[src/rtl/blit_loop_seq_pkg.sv]
// Shared blitter definitions: loop sequencer states and B_COUNT field layout.
// B_COUNT holds the inner (pixel) count in the low field and the outer (line) count above it.
package blit_loop_seq_pkg;

    localparam int B_COUNT_INNER_LSB = 0;
    localparam int B_COUNT_INNER_W   = 16;
    localparam int B_COUNT_OUTER_LSB = B_COUNT_INNER_LSB + B_COUNT_INNER_W;
    localparam int B_COUNT_OUTER_W   = 16;

    typedef enum logic [2:0] {
        IDLE,
        CHK,
        ILOAD,
        INNER,
        OSTEP,
        ODEC,
        OWAIT,
        DONE
    } blit_state_t;

endpackage

[src/rtl/blit_loop_seq_if.sv]
// Signal bundle between the GPU register port, the outer line counter and the blitter datapath.
// The master side is the loop sequencer; the slave side is everything around it.
interface blit_loop_seq_if #(
    parameter int INNER_W = 16
) ();
    logic [31:0]        gpu_din;
    logic               count_wr;
    logic               go;
    logic               stop;
    logic               countld;
    logic               ocntena;
    logic               outer0;
    logic               pix_req;
    logic               pix_ack;
    logic               step_req;
    logic               step_ack;
    logic               busy;
    logic               done;
    logic [INNER_W-1:0] icount;

    modport master (
        input  gpu_din, count_wr, go, stop, outer0, pix_ack, step_ack,
        output countld, ocntena, pix_req, step_req, busy, done, icount
    );

    modport slave (
        output gpu_din, count_wr, go, stop, outer0, pix_ack, step_ack,
        input  countld, ocntena, pix_req, step_req, busy, done, icount
    );
endinterface

[src/rtl/blit_loop_seq_inner_cnt.sv]
// Purpose: loadable inner (pixel) down-counter, wraps modulo 2^W, flags a count of one.
// Latency: load/decrement visible one cycle after the enabling cycle.
// Backpressure: none; the caller only decrements on an accepted pixel.
module blit_inner_cnt #(
    parameter int W = 16
) (
    input  logic         clk,
    input  logic         reset,
    input  logic         load,
    input  logic [W-1:0] load_val,
    input  logic         dec,
    output logic [W-1:0] count,
    output logic         is_one
);

    always_ff @(posedge clk) begin
        if (reset) begin
            count <= '0;
        end else if (load) begin
            count <= load_val;
        end else if (dec) begin
            count <= count - 1'b1;
        end
    end

    assign is_one = (count == W'(1));

endmodule

[src/rtl/blit_loop_seq.sv]
// Purpose: sequences one blit's line/pixel loops, driving the outer counter and datapath handshakes.
// Latency: done 2 cycles after go for zero lines; otherwise 4 cycles of overhead per line plus handshakes.
// Backpressure: pix_req/step_req hold until acked; go and count_wr are dropped while busy.
module blit_loop_seq
    import blit_loop_seq_pkg::*;
#(
    parameter int INNER_W = B_COUNT_INNER_W,
    parameter int OUTER_W = B_COUNT_OUTER_W
) (
    input  logic            clk,
    input  logic            reset,
    blit_loop_seq_if.master bus
);

    blit_state_t        state;
    logic [INNER_W-1:0] shadow;
    logic               ocntena_q;
    logic               pix_req_q;
    logic               step_req_q;
    logic               busy_q;
    logic               done_q;

    logic [INNER_W-1:0] icnt;
    logic               icnt_one;
    logic               icnt_load;
    logic               icnt_dec;
    logic               abort;

    // The outer field is consumed by the external line counter, not here.
    logic unused_outer_field;
    assign unused_outer_field = ^bus.gpu_din[INNER_W+OUTER_W-1:INNER_W];

    assign icnt_load = (state == ILOAD);
    // A pixel acked in the same cycle as stop is still counted.
    assign icnt_dec  = (state == INNER) && bus.pix_ack;
    assign abort     = bus.stop && (state != IDLE) && (state != DONE);

    blit_inner_cnt #(.W(INNER_W)) u_inner_cnt (
        .clk      (clk),
        .reset    (reset),
        .load     (icnt_load),
        .load_val (shadow),
        .dec      (icnt_dec),
        .count    (icnt),
        .is_one   (icnt_one)
    );

    always_ff @(posedge clk) begin
        if (reset) begin
            state      <= IDLE;
            shadow     <= '0;
            ocntena_q  <= 1'b0;
            pix_req_q  <= 1'b0;
            step_req_q <= 1'b0;
            busy_q     <= 1'b0;
            done_q     <= 1'b0;
        end else begin
            ocntena_q <= 1'b0;
            done_q    <= 1'b0;
            if (state == IDLE && bus.count_wr) begin
                shadow <= bus.gpu_din[INNER_W-1:0];
            end
            if (abort) begin
                state      <= DONE;
                pix_req_q  <= 1'b0;
                step_req_q <= 1'b0;
                done_q     <= 1'b1;
            end else begin
                unique case (state)
                    IDLE: begin
                        if (bus.go) begin
                            state  <= CHK;
                            busy_q <= 1'b1;
                        end
                    end
                    CHK, OWAIT: begin
                        if (bus.outer0) begin
                            state  <= DONE;
                            done_q <= 1'b1;
                        end else begin
                            state <= ILOAD;
                        end
                    end
                    ILOAD: begin
                        state     <= INNER;
                        pix_req_q <= 1'b1;
                    end
                    INNER: begin
                        if (bus.pix_ack && icnt_one) begin
                            state      <= OSTEP;
                            pix_req_q  <= 1'b0;
                            step_req_q <= 1'b1;
                        end
                    end
                    OSTEP: begin
                        if (bus.step_ack) begin
                            state      <= ODEC;
                            step_req_q <= 1'b0;
                            ocntena_q  <= 1'b1;
                        end
                    end
                    ODEC: begin
                        state <= OWAIT;
                    end
                    DONE: begin
                        state  <= IDLE;
                        busy_q <= 1'b0;
                    end
                    default: begin
                        state <= IDLE;
                    end
                endcase
            end
        end
    end

    // The outer counter samples gpu_din in the write cycle itself.
    assign bus.countld  = bus.count_wr && (state == IDLE) && !reset;
    assign bus.ocntena  = ocntena_q;
    assign bus.pix_req  = pix_req_q;
    assign bus.step_req = step_req_q;
    assign bus.busy     = busy_q;
    assign bus.done     = done_q;
    assign bus.icount   = icnt;

endmodule
[src/flat_wrapper.sv]
// flat-port wrapper written by rule: the top's interface ports become plain ports
module blit_loop_seq_flat import blit_loop_seq_pkg::*;
#(
    parameter int INNER_W = B_COUNT_INNER_W,
    parameter int OUTER_W = B_COUNT_OUTER_W
)
  (clk, reset, bus_gpu_din, bus_count_wr, bus_go, bus_stop, bus_outer0, bus_pix_ack, bus_step_ack, bus_countld, bus_ocntena, bus_pix_req, bus_step_req, bus_busy, bus_done, bus_icount);
  blit_loop_seq_if #(.INNER_W(INNER_W)) bus_i ();
  input  logic clk;
  input  logic reset;
  input wire logic [$bits(bus_i.gpu_din)-1:0] bus_gpu_din;
  input wire logic [$bits(bus_i.count_wr)-1:0] bus_count_wr;
  input wire logic [$bits(bus_i.go)-1:0] bus_go;
  input wire logic [$bits(bus_i.stop)-1:0] bus_stop;
  input wire logic [$bits(bus_i.outer0)-1:0] bus_outer0;
  input wire logic [$bits(bus_i.pix_ack)-1:0] bus_pix_ack;
  input wire logic [$bits(bus_i.step_ack)-1:0] bus_step_ack;
  output wire logic [$bits(bus_i.countld)-1:0] bus_countld;
  output wire logic [$bits(bus_i.ocntena)-1:0] bus_ocntena;
  output wire logic [$bits(bus_i.pix_req)-1:0] bus_pix_req;
  output wire logic [$bits(bus_i.step_req)-1:0] bus_step_req;
  output wire logic [$bits(bus_i.busy)-1:0] bus_busy;
  output wire logic [$bits(bus_i.done)-1:0] bus_done;
  output wire logic [$bits(bus_i.icount)-1:0] bus_icount;
  assign bus_i.gpu_din = bus_gpu_din;
  assign bus_i.count_wr = bus_count_wr;
  assign bus_i.go = bus_go;
  assign bus_i.stop = bus_stop;
  assign bus_i.outer0 = bus_outer0;
  assign bus_i.pix_ack = bus_pix_ack;
  assign bus_i.step_ack = bus_step_ack;
  assign bus_countld = bus_i.countld;
  assign bus_ocntena = bus_i.ocntena;
  assign bus_pix_req = bus_i.pix_req;
  assign bus_step_req = bus_i.step_req;
  assign bus_busy = bus_i.busy;
  assign bus_done = bus_i.done;
  assign bus_icount = bus_i.icount;
  blit_loop_seq #(.INNER_W(INNER_W), .OUTER_W(OUTER_W)) u_core (.clk(clk), .reset(reset), .bus(bus_i));
endmodule
[config.mk]
export PLATFORM = sky130hd
export DESIGN_NAME = blit_loop_seq_flat
export DESIGN_NICKNAME = d
export VERILOG_FILES = /design/src/rtl/blit_loop_seq_pkg.sv /design/src/rtl/blit_loop_seq_if.sv /design/src/rtl/blit_loop_seq_inner_cnt.sv /design/src/rtl/blit_loop_seq.sv /design/src/flat_wrapper.sv
export SDC_FILE = /design/constraint.sdc
export NUM_CORES = 1
export LEC_CHECK = 0
export CAP_MARGIN = 30
export CORE_AREA = 2 2 85 87
export CTS_CLUSTER_SIZE = 8
export DETAILED_ROUTE_END_ITERATION = 8
export DIE_AREA = 0 0 87 89
export DONT_BUFFER_PORTS = 1
export PLACE_DENSITY = 0.53
export REMOVE_ABC_BUFFERS = 1
export SLEW_MARGIN = 10
export SYNTH_ARGS = -nofsm -noshare
export SYNTH_HDL_FRONTEND = slang
export SYNTH_HIERARCHICAL = 1
export SYNTH_SLANG_ARGS = --single-unit
[constraint.sdc]
create_clock -name clk -period 3.71 [get_ports clk]
set_clock_uncertainty 0.15 [all_clocks]
set_input_delay 0.1855 -clock clk [delete_from_list [all_inputs] [get_ports clk]]
set_output_delay 0.1855 -clock clk [all_outputs]
set_load 0.01 [all_outputs]
==> metrics.txt, run 1 <==
outcome complete, no violations; share of the yosys chip area belonging to registers 40.2%; Detail Route Antenna Nets 0; Synthesis Warnings 6; clk slew on worst S/H paths 80 ps; fraction of layout cells with a size suffix above 1 7.00%; final number of setup-violating endpoints 0; post-synthesis register bit count 40; H-tree levels 2; number of placement rows 30; grt ovf 0; unrepaired setup endpoints after global routing no; initial standard-cell utilization of the core 29.6%; Max Buffers Root-to-Sink 2; clock tree root driver cell sky130_fd_sc_hd__clkbuf_8; via count 1643; post-place instance area 2010 um2; fraction of registers with async set or reset after synthesis 0%; fill cell count 706; sum of routed wire length over all layers 4720 um; count of endpoints failing hold in the final timing report 0; post-cts gate resize count 0; class of the tightest hold or removal check primary input to register; leakage component of the power 0.819 nW; DRC violation count after routing 0; TritonCTS Buffers 5; setup TNS 0 ps; largest net degree at the start of global routing 41; first-pass GRT wire length 7790 um; Setup Crit Path Kind register to register; period utilization 78.4%; upper clock frequency limit 344 MHz; number of I/O port buffers 0; Critical Path Sink Type register; largest voltage drop on the vdd net 201 uV; count of unique library cells instantiated by Yosys 47; cell count after synthesis 242; most frequent cells in the layout sky130_fd_sc_hd__nand2_1, sky130_fd_sc_hd__dfxtp_1, sky130_fd_sc_hd__a21oi_1; CTS tree yes; clock latency on the worst-skew pair 300 ps; slew at the pin closest to its max-slew limit 752 ps; Mapped Avg Cell Area 8.23 um2; category of the worst setup path launch point register; die span in x 87 um; worst-case register-to-register setup slack 800 ps; via count of the first global-routing pass 1605; vertical die dimension 89 um; area growth from synthesis to final layout 17.5%; critical path peak fanout 8; utilization after layout 34.8%; most used flip-flop cell after synthesis sky130_fd_sc_hd__dfxtp_1; I/O pin count 62; most common cell after layout, fill and taps aside sky130_fd_sc_hd__nand2_1; drt first pass iters 4; final estimated routing congestion in global placement 0.800; iteration-0 DRC count of the detailed router 75; Worst EP arrival 2980 ps; diodes inserted 0; Sinks on Clock Net 40; GRT Util Overall 13.0%; Net count, final 302; power per standard cell area 792 nW/um2; final-report max-slew violation count 0; post-synthesis cell area 1990 um2; number of maximum-capacitance constraint violations 0; initial antenna violation count 0; total core area 6720 um2; Avg WL per Cell 14.0 um; final non-filler cell area 2340 um2; vias per inst 4.88; placed wire-length estimate after detailed placement 3260 um; total die area 7740 um2; shortest clock period the worst path allows after layout 2910 ps; number of synthesized flops with an enable pin 0; worst rel slew slack 49.8%; WP data required 3780 ps
[power by group]
group	total [mW]	leakage (nW)	switching, mW	internal (mW)
clock	0.368	0.0548	0.166	0.203
sequential	0.757	0.327	0.205	0.552
combinational	0.728	0.437	0.421	0.307
[sequential cells by signal (all words and copies together) (netlist names)]
name / count
u_core/bus.busy: 1
u_core/bus.done: 1
u_core/bus.ocntena: 1
u_core/bus.pix_req: 1
u_core/bus.step_req: 1
u_core/shadow: 16
u_core/state: 3
u_core/u_inner_cnt/count: 16
[repair_timing]
action / 4_1_cts / 5_1_grt
setup buffers: 0 / 0
hold buffers: 20 / 0
hold endpoints to repair: 40 / 0
[worst max-delay path: stages (launching register included)]
cell and delay (ps):
sky130_fd_sc_hd__dfxtp_1 470, sky130_fd_sc_hd__ha_1 290, sky130_fd_sc_hd__nor2b_1 280, sky130_fd_sc_hd__and2_1 300, sky130_fd_sc_hd__or4b_1 650, sky130_fd_sc_hd__or4_1 450, sky130_fd_sc_hd__a311oi_1 240
[path summary, 6_finish.rpt]
check                           startpoint                                        end  depth (start not counted)
max reg2reg   u_core/state[1]$_SDFFE_PP0P_  u_core/u_inner_cnt/count[15]$_SDFFE_PP0P_                          6
max           u_core/state[1]$_SDFFE_PP0P_  u_core/u_inner_cnt/count[15]$_SDFFE_PP0P_                          6
min                                 bus_go               u_core/bus.busy$_SDFFE_PP0P_                          4
min reg2reg  u_core/shadow[2]$_SDFFE_PP0N_   u_core/u_inner_cnt/count[2]$_SDFFE_PP0P_                          2
[kinds of logic (layout without fill, tap and decap cells)]
group / after synthesis / in the layout / synth area share [%]
AOI/OAI and AO/OA: 56 / 56 / 18.2
xor gates and xnor gates: 11 / 11 / 4.84
adders and majority gates: 6 / 6 / 3.77
buffers and inverters: 23 / 38 / 5.78
DFF: 40 / 40 / 40.2
and+or+nand+nor: 106 / 106 / 27.2
[layer usage]
layer / wire, um / track usage (%) / up-vias / share of wire, %
li1: - / - / 877 / -
met5: 0 / 0 / - / 0
met2: 2220 / 20.8 / 29 / 47
met3: 235 / 4.52 / 6 / 5.0
met4: 86 / 5.11 / 0 / 1.8
met1: 2170 / 16.0 / 731 / 46
[stage by stage]
stage / cells / power [mW] / setup slack, ps / hold WS [ps]
2_1_floorplan: 229 / 1.30 / 1080 / 105
3_3_place_gp: 309 / 1.46 / 809 / 110
3_5_place_dp: 309 / 1.47 / 796 / 113
4_1_cts: 337 / 1.87 / 781 / 13.9
5_1_grt: 337 / 2.01 / 551 / 22.8
6_report: 337 / 1.85 / 802 / 13.7
[synthesized netlist by cell type (3+ instances only)]
master                      n  area share, %
sky130_fd_sc_hd__a211oi_1   9            3.4
sky130_fd_sc_hd__a21oi_1   28            7.0
sky130_fd_sc_hd__a311oi_1   4            1.8
sky130_fd_sc_hd__a31oi_1    3           0.94
sky130_fd_sc_hd__clkbuf_1   8            1.5
sky130_fd_sc_hd__dfxtp_1   40             40
sky130_fd_sc_hd__ha_1       6            3.8
sky130_fd_sc_hd__inv_1      9            1.7
sky130_fd_sc_hd__nand2_1   49            9.2
sky130_fd_sc_hd__nand2b_1   3           0.94
sky130_fd_sc_hd__nor2_1    20            3.8
sky130_fd_sc_hd__nor3_1    10            2.5
sky130_fd_sc_hd__o31ai_1    3            1.1
sky130_fd_sc_hd__xnor2_1    9            4.0
[area by class of cell]
class,count,area (um2),area share [%]
clock inverters,3,46.3,1.98
flip-flops and latches,40,801,34.2
repair buffers,20,210,8.98
clock buffers,5,68.8,2.94
inverters,10,37.5,1.60
well taps,80,100,4.28
multi-input cells,179,1080,46.0
No activity file was read; power rests on OpenSTA's default activity.
==> run 2: changes to the inputs <==
--- a/config.mk
+++ b/config.mk
@@ -11,7 +11,7 @@
 export DETAILED_ROUTE_END_ITERATION = 8
 export DIE_AREA = 0 0 87 89
 export DONT_BUFFER_PORTS = 1
-export PLACE_DENSITY = 0.53
+export PLACE_DENSITY = 0.54
 export REMOVE_ABC_BUFFERS = 1
 export SLEW_MARGIN = 10
 export SYNTH_ARGS = -nofsm -noshare
==> constraint.sdc (replaced) <==
create_clock -name clk -period 2.47 [get_ports clk]
set_clock_uncertainty 0.15 [all_clocks]
set_input_delay 0.1235 -clock clk [delete_from_list [all_inputs] [get_ports clk]]
set_output_delay 0.1235 -clock clk [all_outputs]
set_load 0.01 [all_outputs]
==> run 2 against run 1 <==
Effect of this change:
- global-route usage grew 0.62 points
- largest power group is now combinational cells
- power is 64% higher
- first-iteration DRC count decreased by 4.0%
- largest cell class unchanged
- register-to-register slack worse by 630 ps
==> metrics.txt, run 2 (synthesis gave the netlist of run 1 again) <==
diodes inserted 0 (unchanged); class of the tightest hold or removal check primary input to register; via count 1767 (+7.5%); source of the worst register-to-register timing path u_core/state[0]$_SDFFE_PP0P_; Max Buffers Root-to-Sink 2 (unchanged); critical path cell sequence buf_4 -> inv_1 -> ha_1 -> inv_2 -> nor3b_4 -> buf_4 -> nand2_1 -> a21oi_1 -> dlygate4sd3_1; DRC violation count after routing 0 (unchanged); worst-case register-to-register setup slack 170 ps (-630 ps); number of maximum-capacitance constraint violations 0 (unchanged); outcome complete, no violations; Avg WL per Cell 13.8 um (-1.1%); die span in x 87 um (unchanged); Detail Route Antenna Nets 0 (unchanged); iteration-0 DRC count of the detailed router 72 (-4.0%); clock tree root driver cell sky130_fd_sc_hd__clkbuf_8; CTS tree yes; cell type of the slowest stage on the worst timing path sky130_fd_sc_hd__dlygate4sd3_1; most common cell after layout, fill and taps aside sky130_fd_sc_hd__nand2_1; Sinks on Clock Net 40 (unchanged); hold-critical path depth 4 (unchanged); initial standard-cell utilization of the core 29.6% (unchanged); cell type with the highest occurrence count on the critical path sky130_fd_sc_hd__buf_4; Overall Power 3.04 mW (+64%); vertical die dimension 89 um (unchanged); first-pass GRT wire length 8190 um (+5.1%); period utilization 92.9% (+15 points); Largest delay share family, worst path buffers and inverters; placed wire-length estimate after detailed placement 3510 um (+7.4%); Hold Path End u_core/state[2]$_SDFFE_PP0P_; WP data required 2560 ps (-1220 ps); upper clock frequency limit 436 MHz (+27%); endpoint of the most critical register-to-register path u_core/shadow[15]$_SDFFE_PP0N_; final-report max-slew violation count 0 (unchanged); shortest clock period the worst path allows after layout 2300 ps (-613 ps); largest net degree at the start of global routing 41 (unchanged); critical path peak fanout 16 (+8); total core area 6720 um2 (unchanged); utilization after layout 37.9% (+3.1 points); category of the worst setup path launch point register; biggest regs u_core/shadow (16), u_core/u_inner_cnt/count (16), u_core/state (3); I/O pin count 62 (unchanged); Bufs and invs on worst path 5 (+5); number of placement rows 30 (unchanged); critical path's largest stage delay 550 ps (-100 ps); total die area 7740 um2 (unchanged); drt first pass iters 4 (unchanged); setup slack after placement 28.1 ps (-768 ps); worst rel slew slack 61.2% (+11 points); slew at the pin closest to its max-slew limit 574 ps (-178 ps); Worst EP arrival 2390 ps (-590 ps); fraction of layout cells with a size suffix above 1 15.3% (+8.3 points); GRT Util Overall 13.6% (+0.62 points); clk slew on worst S/H paths 90 ps (about the same); final number of setup-violating endpoints 0 (unchanged); area growth from synthesis to final layout 27.9%; critical hold path startpoint bus_pix_ack; count of endpoints failing hold in the final timing report 0 (unchanged); H-tree levels 2 (unchanged); most frequent cells in the layout sky130_fd_sc_hd__nand2_1, sky130_fd_sc_hd__dfxtp_1, sky130_fd_sc_hd__a21oi_1; Worst R2R Path Depth 9 (+3); final estimated routing congestion in global placement 0.781 (-2.4%); vias per inst 4.89 (+0.40%); clock latency on the worst-skew pair 290 ps (about the same); initial antenna violation count 0 (unchanged); sum of routed wire length over all layers 5000 um (+5.9%); number of I/O port buffers 0 (unchanged); setup slack of the critical path after layout 174 ps (-627 ps); Net count, final 326 (+7.9%); TritonCTS Buffers 5 (unchanged); grt ovf 0 (unchanged); leakage component of the power 0.947 nW (+16%); Setup Crit Path Kind register to register; power per standard cell area 1190 nW/um2 (+51%); Critical Path Sink Type register; largest voltage drop on the vdd net 300 uV (+49%); unrepaired setup endpoints after global routing no; via count of the first global-routing pass 1709 (+6.5%)
## run 2: worst register-to-register path: cells and delay by family, from the launching register on
kind            cells  cell delay, ps
compound gates      1             110
fa+ha+maj           1             300
buf+inv             5            1130
flops               1             320
simple gates        2             250
## run 2: repair_timing
action | CTS | global route
buffers inserted | 0 | 0
gates resized for setup | 0 | 4
endpoints found under the hold margin | 40 | 0
setup endpoints to repair | 0 | 6
hold buffers | 22 | 0
## run 2: routing by layer
| metal | global-route usage (%) | routed length, um | vias up |
|---|---|---|---|
| met5 | 0 | 0 | - |
| li1 | - | - | 921 |
| met2 | 23.7 | 2470 | 32 |
| met1 | 16.1 | 2240 | 812 |
| met4 | 4.69 | 40 | 0 |
| met3 | 3.69 | 243 | 2 |
## run 2: area by class of cell
type                    instances  area (um2)
fillers                       692        4170
multi-input cells             179        1100
flip-flops and latches         40         801
repair buffers                 44         395
well taps                      80         100
clock buffers                   5        68.8
clock inverters                 3        46.3
inverters                      10        37.5
## run 2: how the worst max path moves through the flow
stage,from,endpoint,slack (ps),cells past startpoint
after floorplan,u_core/state[1]$_SDFFE_PP0P_,u_core/u_inner_cnt/count[15]$_SDFFE_PP0P_,-160,6
after global placement,u_core/u_inner_cnt/count[6]$_SDFFE_PP0P_,u_core/state[0]$_SDFFE_PP0P_,80,8
after detailed placement,u_core/u_inner_cnt/count[6]$_SDFFE_PP0P_,u_core/state[0]$_SDFFE_PP0P_,30,8
after CTS,u_core/u_inner_cnt/count[6]$_SDFFE_PP0P_,u_core/state[0]$_SDFFE_PP0P_,20,8
after global routing,u_core/state[0]$_SDFFE_PP0P_,u_core/u_inner_cnt/count[10]$_SDFFE_PP0P_,5,8
final,u_core/state[0]$_SDFFE_PP0P_,u_core/shadow[15]$_SDFFE_PP0N_,170,9
## run 2: report_power, final
part           switching, mW  internal (mW)
registers              0.164          0.829
logic                  0.844          0.652
clock network          0.249          0.305
## run 2: metrics by stage
| step | cells | instance area, um2 | setup TNS (ps) | hold WS, ps |
|---|---|---|---|---|
| 3_3_place_gp | 331 | 2180 | 0 | 49.2 |
| 4_1_cts | 361 | 2520 | 0 | 13.5 |
| 6_report | 361 | 2550 | 0 | 62.2 |
| 3_5_place_dp | 331 | 2180 | 0 | 50.3 |
| 5_1_grt | 361 | 2550 | 0 | 94.6 |
| 2_1_floorplan | 229 | 1910 | -234 | 42.6 |
==> run 3: changes to the inputs <==
--- a/config.mk
+++ b/config.mk
@@ -6,12 +6,12 @@
 export NUM_CORES = 1
 export LEC_CHECK = 0
 export CAP_MARGIN = 30
-export CORE_AREA = 2 2 85 87
+export CORE_AREA = 2 2 63 65
 export CTS_CLUSTER_SIZE = 8
 export DETAILED_ROUTE_END_ITERATION = 8
-export DIE_AREA = 0 0 87 89
+export DIE_AREA = 0 0 65 67
 export DONT_BUFFER_PORTS = 1
-export PLACE_DENSITY = 0.54
+export PLACE_DENSITY = 0.82
 export REMOVE_ABC_BUFFERS = 1
 export SLEW_MARGIN = 10
 export SYNTH_ARGS = -nofsm -noshare
==> run 3 against run 2 <==
Effect of this change:
- worst setup slack lost 63 ps
- via count is 7.2% higher
- final area hardly changed
- critical path depth increased by 1
- fmax down 2.7%
- cell count decreased by 7.8%
- routed wire length grew 5.4%
- sequential power is essentially flat
- clock power is 3% higher
- non-clock buffer count is 4 higher
- sequential cell count unchanged
- count of clock-buffer cells in the layout increased by 1
- largest cell class unchanged
- highest routed layer unchanged
==> metrics.txt, run 3 (synthesis gave the netlist of run 1 again) <==
outcome complete, no violations; Worst R2R Path Depth 10 (+1); Largest delay share family, worst path buffers and inverters; Max Buffers Root-to-Sink 2 (unchanged); setup slack after placement 142 ps (+114 ps); fraction of layout cells with a size suffix above 1 16.1% (+0.84 points); fill cell count 267 (-61%); iteration-0 DRC count of the detailed router 166 (+130%); worst rel slew slack 68.6% (+7.4 points); origin of the worst setup path u_core/state[0]$_SDFFE_PP0P_; Worst EP arrival 2400 ps (about the same); Overall Power 3.12 mW (+2.6%); shortest clock period the worst path allows after layout 2360 ps (+63.4 ps); capture point of the critical path u_core/u_inner_cnt/count[2]$_SDFFE_PP0P_; diodes inserted 0 (unchanged); setup slack of the critical path after layout 111 ps (-63.4 ps); Avg WL per Cell 15.8 um (+14%); clock latency on the worst-skew pair 300 ps (about the same); grt ovf 0 (unchanged); critical hold path startpoint bus_pix_ack; initial standard-cell utilization of the core 55.2% (+26 points); logic depth of the worst path, buffers included 10 (+1); biggest regs u_core/shadow (16), u_core/u_inner_cnt/count (16), u_core/state (3); class of the tightest hold or removal check primary input to register; via count of the first global-routing pass 1809 (+5.9%); Critical Path Sink Type register; number of placement rows 22 (-27%); drt first pass iters 4 (unchanged); buffers inserted during post-CTS setup optimization 0 (unchanged); GRT Util Overall 25.8% (+12 points); clock tree root driver cell sky130_fd_sc_hd__clkbuf_8; vertical die dimension 67 um (-25%); most common cell after layout, fill and taps aside sky130_fd_sc_hd__nand2_1; final estimated routing congestion in global placement 0.935 (+20%); largest net degree at the start of global routing 41 (unchanged); critical path peak fanout 13 (-3); WP data required 2510 ps (-50 ps); endpoint of the most critical register-to-register path u_core/u_inner_cnt/count[2]$_SDFFE_PP0P_; Multi-input gate area 1090 um2 (-0.68%); DRC violation count after routing 0 (unchanged); number of I/O port buffers 0 (unchanged); Layout Cells excl Fill 333 (-7.8%); die span in x 65 um (-25%); placed instance count 300 (-9.4%); Detail Route Antenna Nets 0 (unchanged); leakage component of the power 0.970 nW (+2.4%); critical path's largest stage delay 570 ps (+20 ps); source of the worst register-to-register timing path u_core/state[0]$_SDFFE_PP0P_; Setup Crit Path Kind register to register; Net count, final 330 (+1.2%); Sinks on Clock Net 40 (unchanged); upper clock frequency limit 424 MHz (-2.7%); first-pass GRT wire length 8530 um (+4.1%); cell type of the slowest stage on the worst timing path sky130_fd_sc_hd__dlygate4sd3_1; clk slew on worst S/H paths 80 ps (about the same); via count 1895 (+7.2%); most frequent cells in the layout sky130_fd_sc_hd__nand2_1, sky130_fd_sc_hd__dfxtp_1, sky130_fd_sc_hd__a21oi_1; final number of setup-violating endpoints 0 (unchanged); total die area 4360 um2 (-44%); power per standard cell area 1230 nW/um2 (+2.6%); CTS tree yes; I/O pin count 62 (unchanged); count of endpoints failing hold in the final timing report 0 (unchanged); Bufs and invs on worst path 6 (+1); flip-flop and latch area 801 um2 (unchanged); slew at the pin closest to its max-slew limit 465 ps (-109 ps); TritonCTS Buffers 5 (unchanged); number of maximum-capacitance constraint violations 0 (unchanged); initial antenna violation count 0 (unchanged); period utilization 95.5% (+2.6 points); category of the worst setup path launch point register; sum of routed wire length over all layers 5260 um (+5.4%); total core area 3610 um2 (-46%); final-report max-slew violation count 0 (unchanged); H-tree levels 2 (unchanged); critical path cell sequence buf_4 -> inv_1 -> ha_1 -> inv_1 -> nor2_2 -> inv_4 -> buf_4 -> nand2_1 -> a21oi_1 -> dlygate4sd3_1; largest voltage drop on the vdd net 558 uV (+86%); placed wire-length estimate after detailed placement 3200 um (-8.8%); worst-case register-to-register setup slack 110 ps (-60 ps); worst hold slack 48.1 ps (-14.1 ps); vias per inst 5.69 (+16%); area growth from synthesis to final layout 27.8% (about the same)
==> run 3: changes by cell type in the layout (fill, tap and decap cells not counted), sizes merged <==
| cell | delta |
|---|---|
| dlygate4sd3 | +3 |
| buf | +1 |
| clkbuf | +1 |
| clkinv | +1 |
| clkinvlp | -1 |
| inv | -1 |
==> run 3: layout make-up <==
cell class              count  share of cell area (%)
multi-input cells         179                    42.9
clock buffers               6                    3.24
well taps                  48                    2.36
clock inverters             2                    1.52
flip-flops and latches     40                    31.4
inverters                  10                    1.57
repair buffers             48                    17.0
==> run 3: layer usage <==
layer / vias to the layer above / GRT usage (%) / part of all wire, %
li1: 928 / - / -
met5: - / 0 / 0
met4: 0 / 12.5 / 2.6
met1: 888 / 30.1 / 41
met3: 15 / 8.28 / 6.8
met2: 64 / 42.7 / 49
==> run 3: power breakdown <==
part	internal, mW	switching (mW)
clock network	0.330	0.238
registers	0.829	0.163
logic	0.674	0.886
total	1.83	1.29
==> run 3: worst min path at each step <==
stage,end,slack [ps],cells after the start
floorplan,u_core/shadow[0]$_SDFFE_PP0N_,40,1
global placement,u_core/shadow[12]$_SDFFE_PP0N_,50,1
detailed placement,u_core/u_inner_cnt/count[0]$_SDFFE_PP0P_,50,1
CTS,u_core/state[2]$_SDFFE_PP0P_,10,4
global route,u_core/state[2]$_SDFFE_PP0P_,50,4
finish,u_core/state[2]$_SDFFE_PP0P_,50,4
==> run 3: worst register-to-register path: cells and delay by family, from the launching register on <==
| family | cells | cell delay, ps |
|---|---|---|
| AOI/OAI and AO/OA | 1 | 60 |
| adders and majority gates | 1 | 260 |
| buffers and inverters | 6 | 1220 |
| DFF | 1 | 320 |
| and+or+nand+nor | 2 | 250 |
==> run 3: what timing repair did <==
action                                  4_1_cts  5_1_grt
endpoints found under the setup margin        0        6
hold buffers                                 25        0
hold endpoints to repair                     40        0
resized for setup                             0        6
==> run 3: per-stage QoR <==
step	util (%)	setup TNS, ps	cell area (um2)
after detailed placement	59.5	0	2150
after global routing	70.6	-5.36	2550
final	70.6	0	2550
after global placement	59.5	0	2150
after CTS	70.1	0	2530
after floorplan	-	-234	1910
